===== src/rtl/prog_sequencer_pkg.sv =====
// Shared definitions for the fetch/execute sequencer: default widths and FSM state encoding.
package prog_sequencer_pkg;

  localparam int unsigned SEQ_W_DEF = 8;
  localparam int unsigned SEQ_T_DEF = 10;
  localparam int unsigned SEQ_C_DEF = 16;

  typedef enum logic [2:0] {
    SEQ_IDLE    = 3'd0,
    SEQ_FETCH   = 3'd1,
    SEQ_EXEC    = 3'd2,
    SEQ_MEMWAIT = 3'd3,
    SEQ_HALT    = 3'd4
  } seq_state_e;

endpackage


===== src/rtl/prog_sequencer_pc_next.sv =====
// Next program counter: branch/jump target when any strobe condition holds, else PC+1 with wrap.
module pc_next
  import prog_sequencer_pkg::*;
#(
  parameter int unsigned W = SEQ_W_DEF,
  parameter int unsigned T = SEQ_T_DEF
) (
  input  logic [T-1:0] pc_i,
  input  logic         branch_ez_i,
  input  logic         branch_nz_i,
  input  logic         branch_always_i,
  input  logic [W-1:0] cond_val_i,
  input  logic [W-1:0] reg_out_a_i,
  output logic [T-1:0] next_pc_c_o
);

  logic         cond_zero;
  logic         taken;
  logic [W+1:0] target_wide;

  // Targets are word addresses at 4-word alignment
  assign cond_zero   = (cond_val_i == '0);
  assign taken       = branch_always_i | (branch_ez_i & cond_zero) | (branch_nz_i & ~cond_zero);
  assign target_wide = {reg_out_a_i, 2'b00};
  assign next_pc_c_o = taken ? T'(target_wide) : pc_i + T'(1);

endmodule


===== src/rtl/prog_sequencer.sv =====
// Multi-cycle fetch/execute sequencer: owns PC, start/done handshake, load writeback cycle and cycle counter.
module prog_sequencer
  import prog_sequencer_pkg::*;
#(
  parameter int unsigned W = SEQ_W_DEF,
  parameter int unsigned T = SEQ_T_DEF,
  parameter int unsigned C = SEQ_C_DEF
) (
  input  logic         Clk,
  input  logic         Reset_n,
  input  logic         Start,
  input  logic [T-1:0] StartAddr,
  input  logic         BranchEZ,
  input  logic         BranchNZ,
  input  logic         BranchAlways,
  input  logic         Done_in,
  input  logic         IsLoad,
  input  logic [W-1:0] RegOutA,
  input  logic [W-1:0] CondVal,
  output logic [T-1:0] ProgCtr,
  output logic [T-1:0] ProgCtr_p4,
  output logic         Exec_en,
  output logic         Busy,
  output logic         Done,
  output logic [C-1:0] CycleCnt
);

  seq_state_e   state_q, state_d;
  logic [T-1:0] pc_q, pc_d;
  logic [C-1:0] cnt_q, cnt_d;
  logic         done_q, done_d;
  logic         busy_q, busy_d;
  logic [T-1:0] next_pc;

  pc_next #(
    .W(W),
    .T(T)
  ) u_pc_next (
    .pc_i           (pc_q),
    .branch_ez_i    (BranchEZ),
    .branch_nz_i    (BranchNZ),
    .branch_always_i(BranchAlways),
    .cond_val_i     (CondVal),
    .reg_out_a_i    (RegOutA),
    .next_pc_c_o    (next_pc)
  );

  // Next-state, datapath updates and the write-qualify strobe
  always_comb begin
    state_d = state_q;
    pc_d    = pc_q;
    cnt_d   = cnt_q;
    done_d  = done_q;
    Exec_en = 1'b0;

    if (busy_q && (cnt_q != '1)) begin
      cnt_d = cnt_q + C'(1);
    end

    case (state_q)
      SEQ_IDLE: begin
        if (Start) begin
          pc_d    = StartAddr;
          cnt_d   = '0;
          state_d = SEQ_FETCH;
        end
      end
      SEQ_FETCH: begin
        state_d = SEQ_EXEC;
      end
      SEQ_EXEC: begin
        if (Done_in) begin
          done_d  = 1'b1;
          state_d = SEQ_HALT;
        end else if (IsLoad) begin
          state_d = SEQ_MEMWAIT;
        end else begin
          Exec_en = 1'b1;
          pc_d    = next_pc;
          state_d = SEQ_FETCH;
        end
      end
      SEQ_MEMWAIT: begin
        Exec_en = 1'b1;
        pc_d    = next_pc;
        state_d = SEQ_FETCH;
      end
      SEQ_HALT: begin
        // Harness must drop Start before another run can begin
        if (!Start) begin
          done_d  = 1'b0;
          state_d = SEQ_IDLE;
        end
      end
      default: begin
        state_d = SEQ_IDLE;
      end
    endcase

    busy_d = (state_d == SEQ_FETCH) || (state_d == SEQ_EXEC) || (state_d == SEQ_MEMWAIT);
  end

  always_ff @(posedge Clk or negedge Reset_n) begin
    if (!Reset_n) begin
      state_q <= SEQ_IDLE;
      pc_q    <= '0;
      cnt_q   <= '0;
      done_q  <= 1'b0;
      busy_q  <= 1'b0;
    end else begin
      state_q <= state_d;
      pc_q    <= pc_d;
      cnt_q   <= cnt_d;
      done_q  <= done_d;
      busy_q  <= busy_d;
    end
  end

  assign ProgCtr    = pc_q;
  assign ProgCtr_p4 = pc_q + T'(4);
  assign Busy       = busy_q;
  assign Done       = done_q;
  assign CycleCnt   = cnt_q;

endmodule

===== config.mk =====
export PLATFORM = sky130hd
export DESIGN_NAME = prog_sequencer
export DESIGN_NICKNAME = d
export VERILOG_FILES = /design/src/rtl/prog_sequencer_pkg.sv /design/src/rtl/prog_sequencer_pc_next.sv /design/src/rtl/prog_sequencer.sv
export SDC_FILE = /design/constraint.sdc
export NUM_CORES = 1
export LEC_CHECK = 0
export CAP_MARGIN = 5
export CORE_ASPECT_RATIO = 1.5
export CORE_MARGIN = 3
export CORE_UTILIZATION = 43
export CTS_CLUSTER_SIZE = 20
export DETAILED_ROUTE_END_ITERATION = 8
export PLACE_DENSITY_LB_ADDON = 0.2
export SLEW_MARGIN = 15
export SYNTH_ARGS = -nofsm -noshare
export SYNTH_HDL_FRONTEND = slang
export SYNTH_SLANG_ARGS = --single-unit

===== constraint.sdc =====
create_clock -name Clk -period 1.9 [get_ports Clk]
set_input_delay 0.475 -clock Clk [delete_from_list [all_inputs] [get_ports Clk]]
set_output_delay 0.475 -clock Clk [all_outputs]
set_load 0.1 [all_outputs]

* Word level (Yosys, flattened, before mapping) *
Cells that the tools add are included.

word-level totals
  flip-flop bits (word level) = 31
  input bits = 34
  output and inout bits = 39
  logic and storage cells = 54

operators by class
  add/subtract/negate cells = 3
  eq/ne operators = 13
  muxes and demuxes = 19
  bitwise operators = 5
  reduce and logical (&&, ||, !) cells = 9

operator list
  cell                                                             number
  16-bit two-way mux                                               3
  10-bit two-way mux                                               4
  10-bit case mux with 3 select lines                              1
  16-bit by 1-bit adder with 16-bit output, second input constant  1
  16-bit != test, second input constant                            1
  3-bit case mux with 5 select lines                               1
  3-bit by 2-bit == test with 1-bit output, second input constant  4
  10-bit by 1-bit adder with 10-bit output, second input constant  1
  10-bit by 3-bit adder with 10-bit output, second input constant  1
  2-bit != test, second input constant                             5
  3-bit two-way mux                                                3
  8-bit logical NOT                                                1
  3-bit by 1-bit == test with 1-bit output, second input constant  2
  1-bit two-way mux                                                4
  1-bit case mux with 2 select lines                               2
  4-bit AND reduction                                              1
  3-bit == test, second input constant                             1
  3-bit logical NOT                                                1
  3-bit AND reduction                                              1
  3-bit nonzero test                                               1
  1-bit AND                                                        2
  1-bit logical OR                                                 2
  2-bit two-way mux                                                1
  1-bit bitwise OR                                                 2
  other kinds (3)                                                  3

* Logic depth before layout (Yosys ltp) *
Gate-level depths: netlist (run 1).

  depth after elaboration = 8
  mapped depth = 7
  gate-level depth less buffers = 6

* By module *
Synthesis (run 1) repeated with hierarchy kept, for this count alone.

unflattened totals
  cell total of the unflattened synthesis = 231
  area total of the unflattened synthesis = 2110.8 um2

modules (own cells, without submodules)
  module          times used  cells an instance  area an instance (um2)
  prog_sequencer  1           197                1781.7
  pc_next         1           34                 329.1

* Worst setup path before layout (run 1) *
Ideal clock, no wire load.

  path kind = register to output
  start point = reg pc_q[2] (netlist: ProgCtr[2])
  end point = out ProgCtr_p4[7]
  arrival time = 3.764 ns
  data required time = 1.425 ns
  path slack = -2.339 ns
  cell stages (with the launch flop) = 4
  path buffers = 0
  cell sequence = dfrtp_1 -> inv_1 -> or2_2 -> xnor2_1

between the ends
  cells in the longest elaborated chain, start to end = 1

ends and longest elaborated chain
  item                                      RTL line               RTL
  start, declared                           prog_sequencer.sv:29   logic [T-1:0] pc_q, pc_d;
  start signal, assigned                    prog_sequencer.sv:112  pc_q <= pc_d;
  10-bit by 3-bit adder with 10-bit output  prog_sequencer.sv:120  assign ProgCtr_p4 = pc_q + T'(4);
  end, declared                             prog_sequencer.sv:21   output logic [T-1:0] ProgCtr_p4,

No other way between the ends.

* Final worst setup path (run 1) *
Same ends and word-level chain as after synthesis.

==> flow_metrics.py, run 1 <==
metrics = {
    "pwr": {
        "power-per-cell-area_mw_per_mm2": 1975,
        "p_leak_nw": 1.590,
        "finalPower_mw": 7.775,
        "vdd_ir_drop_max_v": 0.002014,
    },
    "layout": {
        "instances_no_fill": 394,
        "drive_gt1_share_pct": 49.40,
        "postLayoutCellArea_mm2": 0.003936,
        "fillers": 162,
        "final_cell_mix": "42 x buf_12, 29 x buf_4, 23 x nor2_1, 23 x clkdlybuf4s50_1, 17 x dfrtp_2",
        "syn2layout_area_growth_pct": 94.56,
        "n_antenna_cell": 0,
        "fin_nets": 368,
        "layout_commonest_cell": "buf_12",
    },
    "timing": {
        "setup_viol": 11,
        "tightest_slew_ns": 0.5381,
        "min_period_ns": 2.082,
        "slew_violations": 0,
        "max_freq_ghz": 0.4802,
        "min_period_over_period_pct": 109.6,
        "rsz0062_at_grt": "yes",
        "fin_skew_ns": 0.004966,
        "finalHoldViolations": 0,
        "relSlewSlack_pct": 64.13,
        "setup_ws_ns": -0.1824,
    },
    "logic_synthesis": {
        "synth_flop_cell": "dfrtp_1",
        "ys_seq_elements": 31,
        "synth-edff-count": 0,
        "syn_nets": 261,
        "synth-async-reset-ratio_pct": 100.0,
        "synth-seq-area-share_pct": 38.34,
        "synthesis.area_mm2": 0.002023,
        "synthCells": 224,
        "synthDistinctLibCells": 53,
        "synth-warning-count": 0,
        "avgSynthCellArea_um2": 9.032,
    },
    "place": {
        "dp_hpwl_um": 4782,
        "placed_cell_area_mm2": 0.003578,
        "globalplace.congestion": 0.9073,
        "dp_cells": 374,
        "port_buffers": 72,
    },
    "grt": {
        "grt_max_degree": 32,
        "antenna_found_initial": 0,
        "gr-usage-all-layers_pct": 27.26,
        "grt-ovfl-total": 0,
        "grt_pass1_wl_um": 11520,
        "grt_pass1_vias": 2392,
    },
    "clock_tree": {
        "clock_latency_ns": 0.29,
        "cts_tree": "yes",
        "clock_path_buffers": 2,
        "clock-root-buffer": "clkbuf_8",
        "cts_buffers": 5,
        "cts.sinks": 31,
        "clk_pin_slew_ns": 0.07,
        "htreeDepth": 2,
    },
    "routing": {
        "viasPerCell": 5.744,
        "dr.pass1.iters": 5,
        "totalWireLength_um": 7276,
        "routedWlPerCell_um": 18.47,
        "drtIter0Drc": 145,
        "vias": 2263,
        "drc": 0,
        "drtAntennaViolNets": 0,
    },
    "floorplan": {
        "rows": 29,
        "die_y_um": 90.01,
        "die_w_um": 62.01,
        "die_area_mm2": 0.005581,
        "start_util_pct": 46.08,
        "io_pins": 73,
        "fp.coreArea_mm2": 0.004390,
    },
    "worst_setup_path": {
        "required_ns": 1.42,
        "start_kind": "flip-flop",
        "arrival_ns": 1.61,
        "worstPathMaxFanout": 3,
        "end_kind": "output port",
        "path_class": "flip-flop to output port",
    },
    "job": {
        "maxCapViolations": 0,
    },
    "worst_hold_path": {
        "hp-class": "primary input to asynchronous set/reset pin",
    },
    "run_status": {
        "status": "finished with violations",
        "failed_checks": "setup timing",
    },
}
per-stage QoR:
stage | worst slack, ns | utilization (%) | hold slack, ns | TNS, ns
2_1_floorplan | -0.7745 | - | 0.1794 | -3.965
3_3_place_gp | -0.7747 | 81.50 | 0.5548 | -7.032
3_5_place_dp | -0.7828 | 81.50 | 0.5497 | -7.822
4_1_cts | -0.1685 | 87.18 | 0.5695 | -0.8895
5_1_grt | -0.2407 | 89.66 | 0.6072 | -1.655
6_report | -0.1824 | 89.66 | 0.5841 | -1.080
per-layer routing:
metal  global-route usage [%]  up-vias  share of wire [%]
li1                         -     1028                  -
met1                    30.62     1103                 36
met2                    46.89      116                 56
met3                    5.587       16                6.1
met4                    11.68        0                2.2
met5                        0        -                  0
cells in the mapped netlist (3+ instances only):
master	instances	share of area, %
nor2_1	25	4.6
nand2_1	17	3.2
or2_2	4	1.2
nor4_1	3	0.93
o22ai_1	4	1.2
xor2_1	5	2.2
a21oi_1	14	3.5
and4_1	5	2.2
inv_1	5	0.93
o21ai_0	6	1.5
clkbuf_1	9	1.7
nand2b_1	5	1.5
or3_1	5	1.5
nand4_1	8	2.5
xnor2_1	14	6.1
ha_1	3	1.9
dfrtp_1	31	38
nor3_1	5	1.2
mux2i_1	6	3.0
nand3_1	9	2.2
flip-flops by register name, indices dropped and copies added, names as in the netlist:
register and flops:
CycleCnt 16, Busy 1, Done 1, ProgCtr 10, state_q 3
logic make-up (layout without fill, tap and decap cells):
group           count (synthesis)  after routing  synth area share, %
mux                             7              7                3.525
fa+ha+maj                       3              3                1.855
flops                          31             31                38.34
xor+xnor                       19             19                8.225
buf+inv                        17            124                3.896
simple gates                  103            103                29.13
compound gates                 44             45                15.03
worst max-delay path: stages, from the launching register on:
cell and delay (ns):
dfrtp_4 0.47, clkinvlp_4 0.10, or2_4 0.28, buf_6 0.13, xnor2_4 0.15, buf_12 0.19
where the power goes:
group          total [mW]  switching (mW)  internal, mW
logic                5.94            3.61          2.33
clock network       0.599           0.269         0.331
registers            1.24           0.330         0.910
total                7.77            4.21          3.57
timing repair:
action                                 CTS  global route
gates cloned                             1             0
resized for setup                       44            20
setup buffers                            8             6
pin swaps                               21            13
setup endpoints to repair               17            17
endpoints found under the hold margin    0             0
hold buffers                             0             0
worst paths after layout:
path | from | endpoint | slack, ns | depth (start not counted)
worst max-delay path | ProgCtr[2] | ProgCtr_p4[7] | -0.18 | 5
worst min-delay path | Reset_n | CycleCnt[13] | 0.58 | 2
worst max register to register | ProgCtr[3] | ProgCtr[9] | -0.04 | 9
worst min register to register | state_q[2] | state_q[1] | 0.59 | 1
max in group asynchronous | Reset_n | CycleCnt[0] | 0.97 | 2
min in group Clk | state_q[2] | state_q[1] | 0.59 | 1
final cells by class:
class / count / area [um^2] / share of cell area (%)
Inverter: 5 / 26.28 / 0.6675
Multi-Input combinational cell: 177 / 1439 / 36.55
Timing Repair Buffer: 111 / 1451 / 36.87
Sequential cell: 31 / 842.1 / 21.39
Clock buffer: 8 / 100.1 / 2.543
Tap cell: 62 / 77.57 / 1.971
Power figures use the tool's default switching activity.
==> run 2, diff against run 1 <==
Settings changed: CORE_UTILIZATION 43 to 45.
==> run 2 against run 1 <==
The flow still finishes with violations (setup timing); first-iteration DRC count is 98% higher; clock power shrank 5.2%; setup slack lost 0.10 ns; largest power group unchanged; worst hold slack better by 0.013 ns; cell count shrank 1.5%; power increased by 3.2%; sequential cell count is the same; sequential share of layout area shrank 0.25 points; largest cell class unchanged.
==> flow_metrics.py, run 2 (synthesis results as in run 1) <==
metrics = {
    "run_status": {
        "failed_checks": "setup timing",
        "status": "finished with violations",
    },
    "worst_setup_path": {
        "worstPathMaxFanout": 4,
        "end_kind": "output port",
        "path_class": "flip-flop to output port",
        "arrival_ns": 1.71,
        "start_kind": "flip-flop",
        "required_ns": 1.42,
    },
    "place": {
        "preCtsSetupSlack_ns": -0.8311,
        "port_buffers": 72,
        "dp_hpwl_um": 4668,
        "dp_cells": 357,
        "placed_cell_area_mm2": 0.003551,
        "globalplace.congestion": 0.9533,
    },
    "routing": {
        "drtAntennaViolNets": 0,
        "dr.pass1.iters": 5,
        "totalWireLength_um": 9644,
        "viasPerCell": 6.698,
        "drc": 0,
        "vias": 2599,
        "drtIter0Drc": 287,
        "routedWlPerCell_um": 24.86,
    },
    "pwr": {
        "swShare_pct": 55.48,
        "power-per-cell-area_mw_per_mm2": 2015,
        "switchingPower_mw": 4.453,
        "finalPower_mw": 8.026,
        "p_comb_share_pct": 76.9,
        "vdd_ir_drop_max_v": 0.002360,
        "p_leak_nw": 1.643,
        "sequentialPowerShare_pct": 16.0,
        "p_clk_share_pct": 7.1,
        "intPower_mw": 3.573,
    },
    "grt": {
        "gr-usage-all-layers_pct": 32.14,
        "grt_pass1_vias": 2420,
        "antenna_found_initial": 0,
        "grt_max_degree": 32,
        "grt_pass1_wl_um": 12510,
        "grt-ovfl-total": 0,
    },
    "timing": {
        "slew_violations": 0,
        "setup_viol": 15,
        "setup_ws_ns": -0.2866,
        "finalHoldViolations": 0,
        "finalSetupTns_ns": -2.525,
        "max_freq_ghz": 0.4573,
        "min_period_over_period_pct": 115.1,
        "relSlewSlack_pct": 63.03,
        "tightest_slew_ns": 0.5546,
        "fin_skew_ns": 0.01146,
        "holdWs_ns": 0.5973,
        "rsz0062_at_grt": "yes",
        "min_period_ns": 2.187,
    },
    "clock_tree": {
        "hold_buffers": 0,
        "htreeDepth": 2,
        "clock-root-buffer": "clkbuf_8",
        "cts_buffers": 5,
        "clk_pin_slew_ns": 0.08,
        "clock_path_buffers": 2,
        "cts_tree": "yes",
        "cts.sinks": 31,
        "clock_latency_ns": 0.30,
    },
    "layout": {
        "n_antenna_cell": 0,
        "instances_no_fill": 388,
        "drive_gt1_share_pct": 50.88,
        "largest_reg_flops": 16,
        "postLayoutCellArea_mm2": 0.003983,
        "syn2layout_area_growth_pct": 96.85,
        "layout_commonest_cell": "buf_12",
        "fin_nets": 378,
        "utilization_pct": 93.02,
        "final_cell_mix": "41 x buf_12, 37 x buf_4, 24 x nor2_1",
    },
    "floorplan": {
        "die_area_mm2": 0.005353,
        "io_pins": 73,
        "die_w_um": 60.75,
        "rows": 29,
        "fp.coreArea_mm2": 0.004282,
        "die_y_um": 88.12,
        "start_util_pct": 47.25,
    },
    "worst_hold_path": {
        "hp-class": "primary input to asynchronous set/reset pin",
    },
    "job": {
        "maxCapViolations": 0,
    },
}
==> run 2: repair_timing <==
action,4_1_cts,5_1_grt
setup buffers,10,13
resized for setup,40,25
setup endpoints to repair,17,21
pin swaps,17,12
cloned,1,0
==> run 2: worst max-delay path, cell delays in order, from the launching register on <==
cell and delay (ns):
dfrtp_4 0.45, nand4_1 0.14, or2_4 0.29, buf_6 0.14, xnor2_4 0.18, buf_12 0.20
==> run 2: routing by layer <==
layer	up-vias	wire length, um	track usage [%]
met5	-	0	0
met2	238	4917	56.86
li1	1042	-	-
met3	69	868	7.965
met4	0	681	15.19
met1	1250	3177	34.69
==> run 2: layout make-up <==
class,instances,area (um^2)
repair buffers,121,1521
multi-input cells,177,1444
flip-flops and latches,31,842.1
fillers,135,299.0
clock buffers,7,86.33
well taps,46,57.56
inverters,5,26.28
clock inverters,1,5.005
==> run 2: power groups by stage <==
| stage | sequential (mW) | clock [mW] | combinational [mW] |
|---|---|---|---|
| after floorplan | 2.25 | 0 | 2.37 |
| after global placement | 1.21 | 0 | 5.39 |
| after detailed placement | 1.21 | 0 | 5.46 |
| after CTS | 1.21 | 0.551 | 5.57 |
| after global routing | 1.29 | 0.599 | 6.31 |
| final | 1.28 | 0.568 | 6.18 |
==> run 2: final timing paths <==
| path | from | end | slack [ns] | cells after the start |
|---|---|---|---|---|
| min in group Clk | CycleCnt[15] | CycleCnt[15] | 0.60 | 2 |
| setup / recovery | ProgCtr[3] | ProgCtr_p4[7] | -0.29 | 5 |
| hold / removal | Reset_n | ProgCtr[5] | 0.60 | 2 |
| max in group asynchronous | Reset_n | CycleCnt[0] | 0.96 | 2 |
| hold reg to reg | CycleCnt[15] | CycleCnt[15] | 0.60 | 2 |
| setup reg to reg | ProgCtr[3] | ProgCtr[9] | -0.22 | 9 |
==> run 3, diff against run 2 <==
Settings changed: RECOVER_POWER set to 50.
==> run 3 against run 2 <==
The run still ends with setup timing left; via count rose by 0.31%; sequential share of layout area rose by 0.070 points; cell area is 1.1% lower; die area stayed put; worst hold slack worse by 0.037 ns; routed wire length grew 0.45%; largest power group unchanged; highest routed layer unchanged.
==> flow_metrics.py, run 3 (synthesis results as in run 1) <==
metrics = {
    "worst_setup_path": {
        "path_class": "flip-flop to output port",
        "slowest_stage": "dfrtp_4",
        "end_kind": "output port",
        "critPathMaxStageDelay_ns": 0.45,
        "crit_chain": "nand4_1, or2_4, buf_6, xnor2_4, buf_12",
        "worstPathMaxFanout": 4,
        "crit_buf_inv": 2,
        "required_ns": 1.42,
        "start_kind": "flip-flop",
        "arrival_ns": 1.71,
        "path_delay_family": "flip-flops",
    },
    "run_status": {
        "failed_checks": "setup timing",
        "status": "finished with violations",
    },
    "timing": {
        "finalSetupTns_ns": -2.740,
        "fin_skew_ns": 0.01282,
        "finalHoldViolations": 0,
        "max_freq_ghz": 0.4586,
        "min_period_ns": 2.181,
        "rsz0062_at_grt": "yes",
        "min_period_over_period_pct": 114.8,
        "relSlewSlack_pct": 46.41,
        "tightest_slew_ns": 0.8039,
        "slew_violations": 0,
        "setup_ws_ns": -0.2807,
        "setup_viol": 16,
    },
    "floorplan": {
        "die_w_um": 60.75,
        "die_area_mm2": 0.005353,
        "die_y_um": 88.12,
        "fp.coreArea_mm2": 0.004282,
        "rows": 29,
        "io_pins": 73,
        "start_util_pct": 47.25,
    },
    "pwr": {
        "p_clk_share_pct": 7.1,
        "switchingPower_mw": 4.462,
        "p_leak_nw": 1.637,
        "power-per-cell-area_mw_per_mm2": 2034,
        "swShare_pct": 55.66,
        "vdd_ir_drop_max_v": 0.002359,
        "p_comb_share_pct": 76.9,
        "finalPower_mw": 8.016,
        "sequentialPowerShare_pct": 16.0,
        "intPower_mw": 3.554,
    },
    "clock_tree": {
        "clock_latency_ns": 0.30,
        "clock-root-buffer": "clkbuf_8",
        "clock_path_buffers": 2,
        "cts_tree": "yes",
        "htreeDepth": 2,
        "clk_pin_slew_ns": 0.08,
        "cts_buffers": 5,
        "cts.sinks": 31,
    },
    "layout": {
        "n_antenna_cell": 0,
        "seqCellArea_um2": 835.8,
        "syn2layout_area_growth_pct": 94.74,
        "final_cell_mix": "39 x buf_12, 34 x buf_4, 24 x nor2_1",
        "postLayoutCellArea_mm2": 0.003940,
        "drive_gt1_share_pct": 49.12,
        "largest_reg_flops": 16,
        "fin_nets": 378,
        "fillers": 140,
        "multi_input_comb_area_mm2": 0.001444,
        "layout_commonest_cell": "buf_12",
    },
    "place": {
        "preCtsSetupSlack_ns": -0.8311,
        "globalplace.congestion": 0.9533,
        "dp_hpwl_um": 4668,
        "placed_cell_area_mm2": 0.003551,
        "port_buffers": 72,
    },
    "routing": {
        "totalWireLength_um": 9687,
        "routedWlPerCell_um": 24.97,
        "drtAntennaViolNets": 0,
        "viasPerCell": 6.719,
        "drtIter0Drc": 265,
        "drc": 0,
        "vias": 2607,
        "dr.pass1.iters": 7,
    },
    "grt": {
        "grt_max_degree": 32,
        "grt-ovfl-total": 0,
        "gr-usage-all-layers_pct": 32.14,
        "antenna_found_initial": 0,
        "grt_pass1_wl_um": 12510,
        "grt_pass1_vias": 2420,
    },
    "job": {
        "maxCapViolations": 0,
    },
    "worst_hold_path": {
        "hp-class": "flip-flop to flip-flop",
    },
}
run 3: cell types whose count changed in the layout (fill, tap and decap cells not counted), sizes merged:
cell           change
buf                -5
clkbuf             +5
clkdlybuf4s50      -2
dlygate4sd3        +2
run 3: repair_timing:
action,4_1_cts,5_1_grt
endpoints found under the setup margin,17,21
buffers inserted,10,13
cloned,1,0
hold buffers,0,0
hold endpoints to repair,0,0
pin swaps,17,12
resized for setup,40,25
run 3: power by group through the flow:
stage | combinational [mW] | clock, mW | sequential [mW]
after global placement | 5.39 | 0 | 1.21
after floorplan | 2.37 | 0 | 2.25
final | 6.17 | 0.571 | 1.28
after detailed placement | 5.46 | 0 | 1.21
after CTS | 5.57 | 0.551 | 1.21
after global routing | 6.29 | 0.599 | 1.29
run 3: cell type report:
cell class	count	area share, %
Clock buffer	7	2.191
Clock inverter	1	0.1270
Inverter	5	0.6669
Multi-Input combinational cell	177	36.65
Sequential cell	31	21.21
Tap cell	46	1.461
Timing Repair Buffer	121	37.69
run 3: path summary, 6_finish.rpt:
kind | startpoint | endpoint | slack [ns] | cells after the start
max reg2reg | ProgCtr[3] | ProgCtr[9] | -0.23 | 9
min | CycleCnt[15] | CycleCnt[15] | 0.56 | 2
min reg2reg | CycleCnt[15] | CycleCnt[15] | 0.56 | 2
max | ProgCtr[3] | ProgCtr_p4[7] | -0.28 | 5
max in group asynchronous | Reset_n | CycleCnt[0] | 0.48 | 2
min in group asynchronous | Reset_n | ProgCtr[5] | 0.82 | 2
run 3: routing by layer:
layer  up-vias  GRT usage (%)  routed length [um]
met1      1268          34.69                3230
met2       235          56.86                4930
li1       1044              -                   -
met4         0          15.19                 664
met3        60          7.965                 863
met5         -              0                   0
run 3: per-stage QoR:
step | utilization (%) | hold WS, ns | std cells
after floorplan | - | 0.1794 | 224
after CTS | 88.19 | 0.5925 | 376
after global placement | 82.93 | 0.5511 | 357
final | 92.02 | 0.5608 | 388
after detailed placement | 82.93 | 0.5702 | 357
after global routing | 92.02 | 0.5964 | 388
run 3: worst min-delay path: cells and delay by family (launching register included):
family	cells	cell delay, ns
DFF	1	0.38
xor gates and xnor gates	1	0.11
and+or+nand+nor	1	0.04
